--- src/rtl/seg_dynamic_scan.sv ---
// Six-digit multiplexed 7-segment scan controller with frame-aligned commit.
// Optional leading-zero blanking: define SEG_LZ_BLANK_EN.
module seg_dynamic_scan #(
  parameter logic [15:0] CNT_SCAN_MAX = 16'd49_999
) (
  input  logic        sys_clk,
  input  logic        sys_rst_n,
  input  logic [23:0] data,
  input  logic [5:0]  point,
  input  logic        data_valid,
  input  logic        seg_en,
  output logic        busy,
  output logic        frame_done,
  output logic [5:0]  sel,
  output logic [7:0]  seg
);

  logic [15:0] cnt_scan;
  logic        scan_flag;
  logic [2:0]  idx;
  logic [23:0] pend_data, act_data;
  logic [5:0]  pend_point, act_point;
  logic        boundary;
  logic [3:0]  nib;
  logic        dp;
  logic [6:0]  hex;
  logic        blank;
  logic [7:0]  seg_nxt;

  assign boundary = scan_flag && (idx == 3'd5);

  always_ff @(posedge sys_clk or negedge sys_rst_n) begin
    if (!sys_rst_n) begin
      cnt_scan  <= '0;
      scan_flag <= 1'b0;
    end else begin
      cnt_scan  <= (cnt_scan == CNT_SCAN_MAX) ? 16'd0 : cnt_scan + 16'd1;
      scan_flag <= (cnt_scan == CNT_SCAN_MAX - 16'd1);
    end
  end

  always_ff @(posedge sys_clk or negedge sys_rst_n) begin
    if (!sys_rst_n) begin
      idx        <= '0;
      frame_done <= 1'b0;
    end else begin
      frame_done <= boundary;
      if (scan_flag)
        idx <= boundary ? 3'd0 : idx + 3'd1;
    end
  end

  // A load on the boundary cycle bypasses pending and lands in active.
  always_ff @(posedge sys_clk or negedge sys_rst_n) begin
    if (!sys_rst_n) begin
      pend_data  <= '0;
      pend_point <= '0;
      act_data   <= '0;
      act_point  <= '0;
      busy       <= 1'b0;
    end else if (boundary) begin
      busy <= 1'b0;
      if (data_valid) begin
        act_data  <= data;
        act_point <= point;
      end else if (busy) begin
        act_data  <= pend_data;
        act_point <= pend_point;
      end
    end else if (data_valid) begin
      pend_data  <= data;
      pend_point <= point;
      busy       <= 1'b1;
    end
  end

  always_comb begin
    nib = act_data[3:0];
    dp  = act_point[0];
    case (idx)
      3'd1: begin nib = act_data[7:4];   dp = act_point[1]; end
      3'd2: begin nib = act_data[11:8];  dp = act_point[2]; end
      3'd3: begin nib = act_data[15:12]; dp = act_point[3]; end
      3'd4: begin nib = act_data[19:16]; dp = act_point[4]; end
      3'd5: begin nib = act_data[23:20]; dp = act_point[5]; end
      default: ;
    endcase
  end

  always_comb begin
    hex = 7'h40;
    case (nib)
      4'h0: hex = 7'h40;
      4'h1: hex = 7'h79;
      4'h2: hex = 7'h24;
      4'h3: hex = 7'h30;
      4'h4: hex = 7'h19;
      4'h5: hex = 7'h12;
      4'h6: hex = 7'h02;
      4'h7: hex = 7'h78;
      4'h8: hex = 7'h00;
      4'h9: hex = 7'h10;
      4'hA: hex = 7'h08;
      4'hB: hex = 7'h03;
      4'hC: hex = 7'h46;
      4'hD: hex = 7'h21;
      4'hE: hex = 7'h06;
      4'hF: hex = 7'h0E;
      default: ;
    endcase
  end

`ifdef SEG_LZ_BLANK_EN
  logic [2:0] lz_top;

  // Digit 0 is never above lz_top, so it is never blanked.
  always_comb begin
    lz_top = 3'd0;
    for (int i = 0; i < 6; i++)
      if (act_data[i*4 +: 4] != 4'h0)
        lz_top = 3'(i);
  end

  assign blank = (idx > lz_top);
`else
  assign blank = 1'b0;
`endif

  assign seg_nxt = blank ? {~dp, 7'h7F} : {~dp, hex};

  always_ff @(posedge sys_clk or negedge sys_rst_n) begin
    if (!sys_rst_n) begin
      sel <= '0;
      seg <= 8'hFF;
    end else if (seg_en) begin
      sel <= 6'b000001 << idx;
      seg <= seg_nxt;
    end else begin
      sel <= '0;
      seg <= 8'hFF;
    end
  end

endmodule

--- config.mk ---
export PLATFORM = sky130hd
export DESIGN_NAME = seg_dynamic_scan
export DESIGN_NICKNAME = d
export VERILOG_FILES = /design/src/rtl/seg_dynamic_scan.sv
export SDC_FILE = /design/constraint.sdc
export NUM_CORES = 1
export LEC_CHECK = 0
export BUFFER_PORTS_ARGS = -buffer_cell sky130_fd_sc_hd__buf_2
export CAP_MARGIN = 20
export CORE_AREA = 5 5 94 96
export DETAILED_ROUTE_END_ITERATION = 8
export DIE_AREA = 0 0 99 101
export PLACE_DENSITY_LB_ADDON = 0.3
export RECOVER_POWER = 50
export REMOVE_ABC_BUFFERS = 1
export SYNTH_ARGS = -nofsm -noshare
export SYNTH_HDL_FRONTEND = slang
export SYNTH_SLANG_ARGS = --single-unit
export TNS_END_PERCENT = 1
--- constraint.sdc ---
create_clock -name sys_clk -period 3.86 [get_ports sys_clk]
set_input_delay 0.386 -clock sys_clk [delete_from_list [all_inputs] [get_ports sys_clk]]
set_output_delay 0.386 -clock sys_clk [all_outputs]
set_load 0.01 [all_outputs]
==> run metrics <==
die area between 9000 and 10000 µm²; endpoints failing setup 0; GRT overflow 0; Post-Synth XOR/XNOR Area 2.58%; CTS H-tree depth 3; Post-DRT Antenna Nets 0; hold buffers post-CTS 0; number of synthesized flops with an enable pin 0; Clock Pin Slew Worst Setup and Hold Paths about 0.1 ns; port bufs between 40 and 50; number of max-cap violations 1; Tot GR Track Use between 10% and 20%; Fin Clk Skew approximately 0.012 ns; CP max FO 16; mux contribution to synthesized area around 17%; drt first pass iters 4; FMAX between 0.3 and 0.4 GHz; Top FF cell, synth dfrtp_1; Ports 50; HP Class in2reg; core area around 8000 µm²; outcome finished, violations left; Leak around 2.3 nW; top-count cell post-synth dfrtp_1; Clock Tree Buf Depth 2; slew of the pin with the lowest slew margin ~1.6 ns; die width between 90 and 100 µm; post-synthesis cell count 386; most frequent cells after synthesis dfrtp_1, nand2_1, o21ai_0, mux2i_1, mux2_2; synth warn 0; Slew headroom -8.47%; layout cells sized above 1 between 20% and 30%; slowest cell on the critical path dfrtp_1; initial antenna violation count 0; top post-synthesis cells by area dfrtp_1, mux2_2, mux2i_1; vias ~3000; Final Slew Violations slightly below 70; largest net degree at the start of global routing 69; clk_lat worst skew 0.37 ns; Final WS setup ~0.63 ns; Buf+Inv Stages, Crit Path 3; RSZ-0062 raised after global routing false; DRT iter0 DRCs 151; Synth top area share between 40% and 50%; TritonCTS Sinks between 90 and 100; PostCTS Resize Cnt 0; largest family of logic cells by synthesized area multiplexers; placed cell area roughly 4800 µm²; syn avg cell area 11.4 µm²; diode count 0; CP Data Required Time about 4.1 ns; crit path launch type flop; DIE HEIGHT just over 100 µm; slowest stage delay, CP 0.61 ns; final net count about 480; CTS buffer count 9; leading area contributor after synthesis dfrtp_1; sequential share of the synthesized area a little over half; CTS tree yes; drt via density 5.48; failing checks max-capacitance violations, max-slew violations; Residual DRC 0; Netlist cell types approximately 50; delay-heaviest family, CP compound AO/OA/AOI/OAI gates; Synth Area in Adders about 3.7%; Tmin final roughly 3.2 ns; final period utilization between 80% and 90%; routability cong. between 0.9 and 1; post-CTS setup buffer count 0; CP Class reg2reg; Power Density around 370 nW/µm²; post-synth design cell area 4410 µm²; DP Worst Slack roughly 0.66 ns; Worst IR Drop VDD ~240 µV; setup TNS 0 ns; Root Driver clkbuf_8; Std-Cell Rows 33; dpl hpwl 5.89 mm; initial core utilization 55.4%; Crit. End Element flop; P&R area growth vs syn 12.5%; Final Hold Vio Count 0; Synth Area in Compound Gates a little under a tenth; worst path cell trace inv_1, ha_1, a211o_1, or2_1, a41oi_1, buf_4, inv_1, ha_1, a211oi_1, a2111oi_0, a31oi_1; reg-to-reg slack, setup 0.63 ns; first-pass GRT wire length approximately 15 mm; fin area 4960 µm²; vias in the first global route roughly 3100; Seq cells post-synth 96; detailed-route wire length per cell 15.4 µm; CP arrival 3.51 ns; Total Wirelength roughly 8.3 mm; Post-Synth Simple-Gate Area between 10% and 20%; Synth async-reset ratio between 90% and 100%
[layer usage]
| layer | share of wire [%] | vias up | GRT usage, % |
|---|---|---|---|
| met5 | 0 | - | 0 |
| met4 | 2.6 | 0 | 9.56 |
| met3 | 4.0 | 18 | 3.74 |
| met2 | 47 | 60 | 29.5 |
| met1 | 46 | 1435 | 24.6 |
| li1 | - | 1454 | - |
[worst paths after layout]
kind,start,to,cells past startpoint
setup / recovery,idx[2]$_DFFE_PN0P_,seg[3]$_DFF_PN1_,11
hold / removal,data[15],pend_data[15]$_DFFE_PN0P_,2
setup reg to reg,idx[2]$_DFFE_PN0P_,seg[3]$_DFF_PN1_,11
hold reg to reg,act_point[5]$_DFFE_PN0P_,act_point[5]$_DFFE_PN0P_,2
max in group asynchronous,sys_rst_n,pend_data[7]$_DFFE_PN0P_,2
min in group asynchronous,sys_rst_n,pend_data[6]$_DFFE_PN0P_,1
[flip-flops by register name, summed over array words and instances, names as in the netlist]
name,flops
act_data,24
act_point,6
busy,1
cnt_scan,16
frame_done,1
idx,3
pend_data,24
pend_point,6
scan_flag,1
seg,8
sel,6
[cells in the final DEF, fill, tap and decap left out, drive strengths merged, types with 3 or more instances in the layout]
cell	netlist	layout
a22oi	4	4
and3	6	6
buf	5	48
clkbuf	15	17
clkinv	0	3
dfrtp	88	88
dfstp	8	8
ha	13	13
inv	10	10
mux2	33	33
mux2i	35	35
nand2	41	41
nand3	15	15
nand4	3	3
nor2	21	21
nor3	6	6
o21ai	37	37
xnor2	7	7
xor2	6	6
[cells by family (layout without fill, tap and decap cells)]
group | count (synthesis) | count (layout)
adders and majority gates | 13 | 13
AOI/OAI and AO/OA | 63 | 63
buffers and inverters | 30 | 80
xor gates and xnor gates | 13 | 13
muxes | 68 | 68
and+or+nand+nor | 103 | 103
DFF | 96 | 96
[report_power, final]
| part | switching, mW | internal [mW] |
|---|---|---|
| Combinational | 0.0640 | 0.0630 |
| Clock | 0.350 | 0.317 |
| Sequential | 0.0145 | 1.04 |
[final cells by class]
| type | instances | area, µm² |
|---|---|---|
| fillers | 675 | 3010 |
| flip-flops and latches | 96 | 2410 |
| multi-input cells | 260 | 1900 |
| repair buffers | 54 | 287 |
| clock buffers | 11 | 141 |
| well taps | 105 | 131 |
| clock inverters | 5 | 56.3 |
| inverters | 10 | 37.5 |
[stage by stage]
| step | util [%] | hold slack (ns) | instances | total power [mW] |
|---|---|---|---|---|
| 6_report | 62.3 | 0.254 | 541 | 1.85 |
| 5_1_grt | 62.3 | 0.251 | 541 | 1.93 |
| 4_1_cts | 62.1 | 0.133 | 540 | 1.87 |
| 3_5_place_dp | 59.7 | 0.472 | 524 | 1.21 |
| 3_3_place_gp | 59.7 | 0.465 | 524 | 1.20 |
| 2_1_floorplan | - | 0.0904 | 366 | 1.14 |
Power figures use the tool's default switching activity.
